===== config.mk =====
export PLATFORM = sky130hd
export DESIGN_NAME = bitop_arbiter
export DESIGN_NICKNAME = d
export VERILOG_FILES = /design/src/rtl/bitop_arbiter_pkg.sv /design/src/rtl/bitop_arbiter_bitop_unit.sv /design/src/rtl/bitop_arbiter.sv
export SDC_FILE = /design/constraint.sdc
export NUM_CORES = 1
export LEC_CHECK = 0
export CORE_ASPECT_RATIO = 1.25
export CORE_MARGIN = 1
export CORE_UTILIZATION = 30
export CTS_CLUSTER_DIAMETER = 150
export DETAILED_ROUTE_END_ITERATION = 10
export GPL_TIMING_DRIVEN = 0
export SLEW_MARGIN = 15
export SYNTH_ARGS = -nofsm -noshare
export SYNTH_HDL_FRONTEND = slang
export SYNTH_SLANG_ARGS = --single-unit

===== constraint.sdc =====
create_clock -name clk -period 1.5 [get_ports clk]
set_input_delay 0.225 -clock clk [delete_from_list [all_inputs] [get_ports clk]]
set_output_delay 0.225 -clock clk [all_outputs]
set_load 0.01 [all_outputs]

===== src/rtl/bitop_arbiter_pkg.sv =====
// Shared constants for the two-requester bitwise-operation arbiter:
// operation codes and FSM state encoding.
package bitop_arbiter_pkg;

  typedef logic [1:0] op_t;
  typedef logic [1:0] state_t;

  localparam op_t OP_AND = 2'b00;
  localparam op_t OP_OR  = 2'b01;
  localparam op_t OP_XOR = 2'b10;
  localparam op_t OP_NOR = 2'b11;

  localparam state_t ST_IDLE = 2'b00;
  localparam state_t ST_EXEC = 2'b01;
  localparam state_t ST_RESP = 2'b10;

endpackage


===== src/rtl/bitop_arbiter_bitop_unit.sv =====
// Combinational bitwise datapath: applies one of AND/OR/XOR/NOR across WIDTH bits.
module bitop_unit
  import bitop_arbiter_pkg::*;
#(
  parameter int WIDTH = 32
) (
  input  logic [1:0]       op,
  input  logic [WIDTH-1:0] a,
  input  logic [WIDTH-1:0] b,
  output logic [WIDTH-1:0] y
);

  always_comb begin
    y = '0;
    case (op)
      OP_AND:  y = a & b;
      OP_OR:   y = a | b;
      OP_XOR:  y = a ^ b;
      default: y = ~(a | b);
    endcase
  end

endmodule


===== src/rtl/bitop_arbiter.sv =====
// Round-robin arbiter between two requesters feeding a shared bitwise unit;
// each accepted operation passes IDLE -> EXEC -> RESP before the next grant.
module bitop_arbiter
  import bitop_arbiter_pkg::*;
#(
  parameter int WIDTH = 32
) (
  input  logic             clk,
  input  logic             rst_n,
  input  logic             req0_valid,
  output logic             req0_ready,
  input  logic [1:0]       req0_op,
  input  logic [WIDTH-1:0] req0_a,
  input  logic [WIDTH-1:0] req0_b,
  input  logic             req1_valid,
  output logic             req1_ready,
  input  logic [1:0]       req1_op,
  input  logic [WIDTH-1:0] req1_a,
  input  logic [WIDTH-1:0] req1_b,
  output logic             rsp_valid,
  input  logic             rsp_ready,
  output logic             rsp_id,
  output logic [WIDTH-1:0] rsp_data
);

  logic [1:0]       state_q, state_d;
  logic             ptr_q, ptr_d;
  logic [1:0]       op_q, op_d;
  logic [WIDTH-1:0] a_q, a_d;
  logic [WIDTH-1:0] b_q, b_d;
  logic             id_q, id_d;
  logic             rsp_valid_q, rsp_valid_d;
  logic             rsp_id_q, rsp_id_d;
  logic [WIDTH-1:0] rsp_data_q, rsp_data_d;
  logic [WIDTH-1:0] unit_y;
  logic             idle;
  logic             gnt0;
  logic             gnt1;

  // rst_n gates the grants so no ready leaks out while reset is held.
  always_comb begin
    idle = (state_q == ST_IDLE) && rst_n;
    gnt0 = idle && req0_valid && (!req1_valid || !ptr_q);
    gnt1 = idle && req1_valid && (!req0_valid ||  ptr_q);
  end

  bitop_unit #(.WIDTH(WIDTH)) u_unit (
    .op (op_q),
    .a  (a_q),
    .b  (b_q),
    .y  (unit_y)
  );

  always_comb begin
    state_d     = state_q;
    ptr_d       = ptr_q;
    op_d        = op_q;
    a_d         = a_q;
    b_d         = b_q;
    id_d        = id_q;
    rsp_valid_d = rsp_valid_q;
    rsp_id_d    = rsp_id_q;
    rsp_data_d  = rsp_data_q;
    case (state_q)
      ST_IDLE: begin
        if (gnt0 || gnt1) begin
          state_d = ST_EXEC;
          id_d    = gnt1;
          op_d    = gnt1 ? req1_op : req0_op;
          a_d     = gnt1 ? req1_a  : req0_a;
          b_d     = gnt1 ? req1_b  : req0_b;
          // The loser of this grant becomes the preferred requester.
          ptr_d   = gnt0;
        end
      end
      ST_EXEC: begin
        rsp_data_d  = unit_y;
        rsp_id_d    = id_q;
        rsp_valid_d = 1'b1;
        state_d     = ST_RESP;
      end
      ST_RESP: begin
        if (rsp_ready) begin
          rsp_valid_d = 1'b0;
          state_d     = ST_IDLE;
        end
      end
      default: begin
        rsp_valid_d = 1'b0;
        state_d     = ST_IDLE;
      end
    endcase
  end

  always_ff @(posedge clk or negedge rst_n) begin
    if (!rst_n) begin
      state_q     <= ST_IDLE;
      ptr_q       <= 1'b0;
      op_q        <= 2'b00;
      a_q         <= '0;
      b_q         <= '0;
      id_q        <= 1'b0;
      rsp_valid_q <= 1'b0;
      rsp_id_q    <= 1'b0;
      rsp_data_q  <= '0;
    end else begin
      state_q     <= state_d;
      ptr_q       <= ptr_d;
      op_q        <= op_d;
      a_q         <= a_d;
      b_q         <= b_d;
      id_q        <= id_d;
      rsp_valid_q <= rsp_valid_d;
      rsp_id_q    <= rsp_id_d;
      rsp_data_q  <= rsp_data_d;
    end
  end

  assign req0_ready = gnt0;
  assign req1_ready = gnt1;
  assign rsp_valid  = rsp_valid_q;
  assign rsp_id     = rsp_id_q;
  assign rsp_data   = rsp_data_q;

endmodule


==> qor.csv, run 1 <==
stage,metric,value,unit
grt,grt_max_degree,61,
synth,yosysUniqueCellTypes,28,
timing,setup_ws,-0.2553,ns
timing,drv_slew,0,
drt,firstDrtPassIters,10,
synth,synth-compound-area-share,0.2030,
placement,port_buffers,171,
final_layout,drive_above_1_share,0.1981,
grt,antenna_found_initial,0,
final_layout,design_area,10340,um2
power,ir_drop,0.0007110,V
final_layout,layout_commonest_cell,clkdlybuf4s50_1,
final_layout,fin_nets,1158,
cts,cts.sinks,104,
synth,syn_area,7039,um2
placement,gp_congestion,0.8708,
synth,synth_top_family_by_area,compound AO/OA/AOI/OAI gates,
setup_path,cpPeakStageDelay,0.42,ns
final_layout,final_cell_mix,"clkdlybuf4s50_1, dfrtp_1, inv_1, nand4_1, a21oi_1",
grt,grt_pass1_vias,6583,
synth,synthAdderAreaFrac,0.1138,
synth,syn-mean-instance-area,9.226,um2
timing,clock_skew,0.007576,ns
timing,hold_violations,57,
die,io_pins,173,
setup_path,crit_chain,buf_6 -> or3b_4 -> buf_12 -> buf_4 -> o31ai_2 -> a31oi_1,
cts,cts_buffers,9,
grt,grt_first_pass_wirelength,37050,um
drt,drc,7,
synth,synth_warnings,0,
status,status,"complete, but fails checks",
placement,dp_hpwl,17800,um
timing,timing.hold.ws,-0.2204,ns
timing,relSlewSlack,0.4935,
setup_path,cp-end-kind,flop,
setup_path,critical_path_class,reg2reg,
timing,setup_viol,68,
synth,synth-xor-area-share,0.03982,
setup_path,slowest_stage,or3b_4,
die,num_rows,62,
timing,fin_crit_sh,1.170,
final_layout,fin_cells,1247,
drt,drt_wl_total,24400,um
drt,routedWlPerCell,19.57,um
timing,worstMarginPinSlew,0.7597,ns
drt,drtIter0Drc,408,
setup_path,cp-start-kind,flop,
status,violations,"DRC, hold timing, setup timing",
cts,cts_tree,done,
die,die_area,24080,um2
cts,insertion_delay,0.36,ns
setup_path,path_buf_inv,3,
drt,via_per_inst,5.377,
power,p_per_area,1590,nW/um2
synth,synthMuxAreaShare,0.09669,
timing,fmax,569.7,MHz
setup_path,crit_fanout,8,
timing,rsz0062_at_grt,true,
grt,grtUsageTotal,0.2009,
drt,num_vias,6705,
die,start_util,0.3055,
synth,synthCells,763,
grt,grt-ovfl-total,0,
final_layout,diodes,0,
timing,period_needed,1.755,ns
synth,yosys.area_share.simple,0.08674,
drt,antenna_left,0,
cts,cts-root-buf,clkbuf_16,
placement,place_inst,1223,
run,cap_violations,0,
timing,tns,-13.90,ns
final_layout,syn2layout_area_growth,46.96,%
power,finalPower,16.45,mW
setup_path,worst_ep_arrival_time,1.99,ns
placement,dp_slack,-0.9359,ns
synth,synth-seq-cells,104,
die,core,23040,um2
synth,ys_seq_area_frac,0.3697,
die,die_h,173.3,um
cts,clk_pin_slew,0.07,ns
hold_path,hp-class,in2async,
placement,placed_cell_area,9151,um2
cts,cts_max_level,3,
setup_path,required,1.73,ns
die,fp.dieW,139.0,um
power,leakagePower,4.606,nW
cts,ctsLongestPathBuffers,2,
synth,synth_nets,964,
setup_path,crit_family,buffers and inverters,
worst reg2reg max path: stages, from the launching register on:
cell	delay, ns
dfrtp_1	0.40
buf_6	0.13
or3b_4	0.42
buf_12	0.19
buf_4	0.16
o31ai_2	0.22
a31oi_1	0.11
Yosys cell counts, drive strengths merged:
| cell type | count | area share |
|---|---|---|
| dfrtp | 104 | 0.37 |
| inv | 67 | 0.036 |
| a21oi | 66 | 0.047 |
| a31oi | 66 | 0.059 |
| nand4 | 66 | 0.059 |
| o31ai | 66 | 0.070 |
| ha | 64 | 0.11 |
| clkbuf | 56 | 0.030 |
| nand2 | 36 | 0.019 |
| o21ai | 35 | 0.025 |
| mux2 | 32 | 0.051 |
| mux2i | 32 | 0.046 |
| xnor2 | 32 | 0.040 |
| buf | 29 | 0.025 |
| nand2b | 2 | 0.0018 |
| a21o | 1 | 0.0011 |
| and2 | 1 | 0.00089 |
| and3 | 1 | 0.00089 |
| nand3 | 1 | 0.00071 |
| nor2 | 1 | 0.00053 |
| nor2b | 1 | 0.00089 |
| nor3b | 1 | 0.0011 |
| o21a | 1 | 0.0011 |
| or2 | 1 | 0.00089 |
| or3b | 1 | 0.0012 |
report_power, final:
| group | internal [mW] | leakage [nW] | switching, mW |
|---|---|---|---|
| sequential | 4.03 | 1.20 | 1.09 |
| clock | 1.19 | 0.130 | 1.07 |
| combinational | 4.49 | 3.27 | 4.58 |
cells by family after synthesis:
| logic type | Yosys count |
|---|---|
| buf+inv | 152 |
| flops | 104 |
| fa+ha+maj | 64 |
| simple gates | 112 |
| compound gates | 235 |
| mux | 64 |
| xor+xnor | 32 |
cell type report:
class                   instances  area, um2
fillers                      2124      12690
multi-input cells             507       4358
flip-flops and latches        104       2603
repair buffers                186       1928
plain buffers                  82      583.1
well taps                     288      360.3
clock buffers                  12      256.5
inverters                      67      251.5
clock inverters                 1      5.005
through the flow:
stage	util	hold slack, ns
2_1_floorplan	-	-0.07059
5_1_grt	0.4490	-0.1720
4_1_cts	0.4373	-0.1893
3_5_place_dp	0.3972	0.2477
6_report	0.4490	-0.2204
3_3_place_gp	0.3959	0.4618
state kept, by name, summed over array words and instances, names as in the netlist:
signal,cells
a_q,32
b_q,32
rsp_data,32
op_q,2
state_q,2
id_q,1
ptr_q,1
rsp_id,1
rsp_valid,1
final timing paths:
check | cells past startpoint | startpoint | slack (ns) | end
min in group clk | 4 | req1_valid | 0.44 | id_q$_DFFE_PN0P_
min reg2reg | 2 | rsp_data[31]$_DFFE_PN0P_ | 0.48 | rsp_data[31]$_DFFE_PN0P_
min | 1 | rst_n | -0.22 | b_q[22]$_DFFE_PN0P_
max reg2reg | 6 | state_q[0]$_DFFE_PN0P_ | -0.26 | a_q[4]$_DFFE_PN0P_
max in group asynchronous | 2 | rst_n | 1.10 | a_q[2]$_DFFE_PN0P_
max | 6 | state_q[0]$_DFFE_PN0P_ | -0.26 | a_q[4]$_DFFE_PN0P_
layer usage:
metal	share of wire	GRT usage
met3	0.048	0.01989
met1	0.40	0.2420
met4	0.054	0.1171
met2	0.50	0.3483
met5	0	0
repair_timing:
action / 4_1_cts / 5_1_grt
buffers inserted: 9 / 3
hold endpoints to repair: 57 / 57
gates cloned: 1 / 1
resized for setup: 163 / 78
pin swaps: 23 / 23
endpoints found under the setup margin: 118 / 109
(Power assumes the default switching activity.)
==> inputs of run 2 (changes only) <==
CORE_UTILIZATION = 31   (was 30)
SKIP_LAST_GASP = 1   (was default)
==> run 2 against run 1 <==
The flow finishes with violations (hold timing, setup timing). Via count down 0.51%. Core utilization increased by 1.6 points. Clock power rose by 16%. Wire length is 2.1% lower. Maximum frequency down 1.9%. Critical endpoint is now b_q[13]$_DFFE_PN0P_.
==> qor.csv, run 2 (synthesized netlist as in run 1, its figures left out) <==
stage,metric,value,unit
grt,grt_first_pass_wirelength,36630,um
drt,num_vias,6671,
timing,period_needed,1.789,ns
grt,antenna_found_initial,0,
hold_path,hp-class,in2async,
timing,tns,-14.35,ns
timing,hold_violations,74,
power,power.switching,6.692,mW
cts,cts_tree,done,
cts,cts_max_level,3,
final_layout,final_core_util,0.4650,
cts,cts.sinks,104,
power,ir_drop,0.0007137,V
status,status,"complete, but fails checks",
setup_path,required,1.74,ns
cts,insertion_delay,0.36,ns
setup_path,critical_path_class,reg2reg,
final_layout,layout_commonest_cell,clkdlybuf4s50_1,
drt,firstDrtPassIters,4,
cts,cts-root-buf,clkbuf_16,
die,start_util,0.3159,
final_layout,fin_nets,1156,
power,swShare,0.4046,
setup_path,r2r-start,state_q[1]$_DFFE_PN0P_,
placement,port_buffers,171,
setup_path,crit_cells,6,
setup_path,crit_chain,buf_6 -> or3b_4 -> buf_12 -> buf_6 -> o31ai_2 -> a31oi_1,
final_layout,drive_above_1_share,0.1979,
setup_path,r2r_cells,6,
cts,cts_buffers,9,
setup_path,r2r_slack,-0.29,ns
status,violations,"hold timing, setup timing",
power,cell_internal_pwr,9.847,mW
final_layout,syn2layout_area_growth,47.23,%
cts,clk_pin_slew,0.08,ns
placement,dp_hpwl,17430,um
die,die_area,23320,um2
placement,dp_slack,-1.213,ns
final_layout,fin_cells,1243,
timing,rsz0062_at_grt,true,
cts,ctsLongestPathBuffers,2,
setup_path,crit_path_frequent_cell,buf_6,
setup_path,path_buf_inv,3,
setup_path,cp-end-kind,flop,
power,p_clk_frac,0.159,
final_layout,diodes,0,
run,cap_violations,0,
die,io_pins,173,
timing,fmax,559.0,MHz
setup_path,slowest_stage,or3b_4,
grt,grtUsageTotal,0.2099,
drt,drt_wl_total,23880,um
power,pwr-share-seq,0.309,
drt,antenna_left,0,
drt,drtIter0Drc,317,
drt,routedWlPerCell,19.21,um
die,die_h,170.5,um
timing,drv_slew,0,
grt,grt-ovfl-total,0,
timing,worstMarginPinSlew,0.9092,ns
timing,setup_ws,-0.2889,ns
drt,drc,0,
power,p_per_area,1596,nW/um2
die,fp.dieW,136.8,um
final_layout,final_cell_mix,"clkdlybuf4s50_1, dfrtp_1, inv_1, nand4_1, a21oi_1",
placement,gp_congestion,0.8511,
setup_path,reg2reg_to,b_q[13]$_DFFE_PN0P_,
power,p_comb_frac,0.532,
die,core,22290,um2
grt,grt_pass1_vias,6748,
grt,grt_max_degree,48,
timing,clock_skew,0.01081,ns
setup_path,worst_ep_arrival_time,2.03,ns
power,leakagePower,4.673,nW
setup_path,crit_fanout,10,
setup_path,crit_family,buffers and inverters,
timing,timing.hold.ws,-0.3002,ns
timing,setup_viol,68,
die,num_rows,61,
timing,fin_crit_sh,1.193,
setup_path,cp-start-kind,flop,
placement,place_inst,1218,
setup_path,cpPeakStageDelay,0.44,ns
drt,via_per_inst,5.367,
timing,relSlewSlack,0.3938,
==> run 2: changes by cell type in the layout (fill, tap and decap cells not counted), sizes merged <==
cell and delta:
buf -5, bufinv +2, dlymetal6s2s +3, clkinvlp +1
dlygate4sd2 +3, clkdlybuf4s50 -6, bufbuf +1, clkinv +2
==> run 2: layer usage <==
metal  global-route usage  wire (um)
met1               0.2580       9789
met2               0.3604      12030
met3              0.02264        998
met4               0.1061       1063
met5                    0          0
==> run 2: power groups by stage <==
stage	clock network [mW]	registers, mW	logic, mW
after detailed placement	0	5.15	8.17
after floorplan	0	4.96	5.31
after CTS	2.65	5.09	8.62
final	2.63	5.11	8.80
after global routing	2.78	5.28	9.88
after global placement	0	5.12	7.95
==> run 2: what timing repair did <==
item,4_1_cts,5_1_grt
setup buffers,9,1
setup endpoints to repair,121,111
pin swaps,6,35
gates cloned,2,0
endpoints found under the hold margin,45,45
resized for setup,145,89
==> run 2: area by class of cell <==
type,count,area (um2)
sequential,104,2603
multi-input combinational,507,4342
clock inverter,6,82.58
inverter,67,251.5
fill,2140,11920
buffer,82,568.0
timing repair buffer,184,1924
clock buffer,10,239.0
tap,283,354.1
==> run 2: how the worst max path moves through the flow <==
stage	from	end	slack, ns
after floorplan	state_q[0]$_DFFE_PN0P_	a_q[24]$_DFFE_PN0P_	-0.02
after global placement	rst_n	req0_ready	-4.74
after detailed placement	rst_n	req0_ready	-1.21
after CTS	state_q[1]$_DFFE_PN0P_	req0_ready	-0.24
after global routing	state_q[1]$_DFFE_PN0P_	b_q[13]$_DFFE_PN0P_	-0.33
final	state_q[1]$_DFFE_PN0P_	b_q[13]$_DFFE_PN0P_	-0.29
==> run 2: metrics by stage <==
stage	power, mW	area (um2)
6_report	16.54	10360
5_1_grt	17.94	10360
4_1_cts	16.36	10000
3_5_place_dp	13.32	9145
3_3_place_gp	13.07	9116
2_1_floorplan	10.28	7051
==> run 2: worst reg2reg max path, stage by stage (launching register included) <==
cell	delay (ns)
dfrtp_1	0.41
buf_6	0.13
or3b_4	0.44
buf_12	0.18
buf_6	0.16
o31ai_2	0.22
a31oi_1	0.12
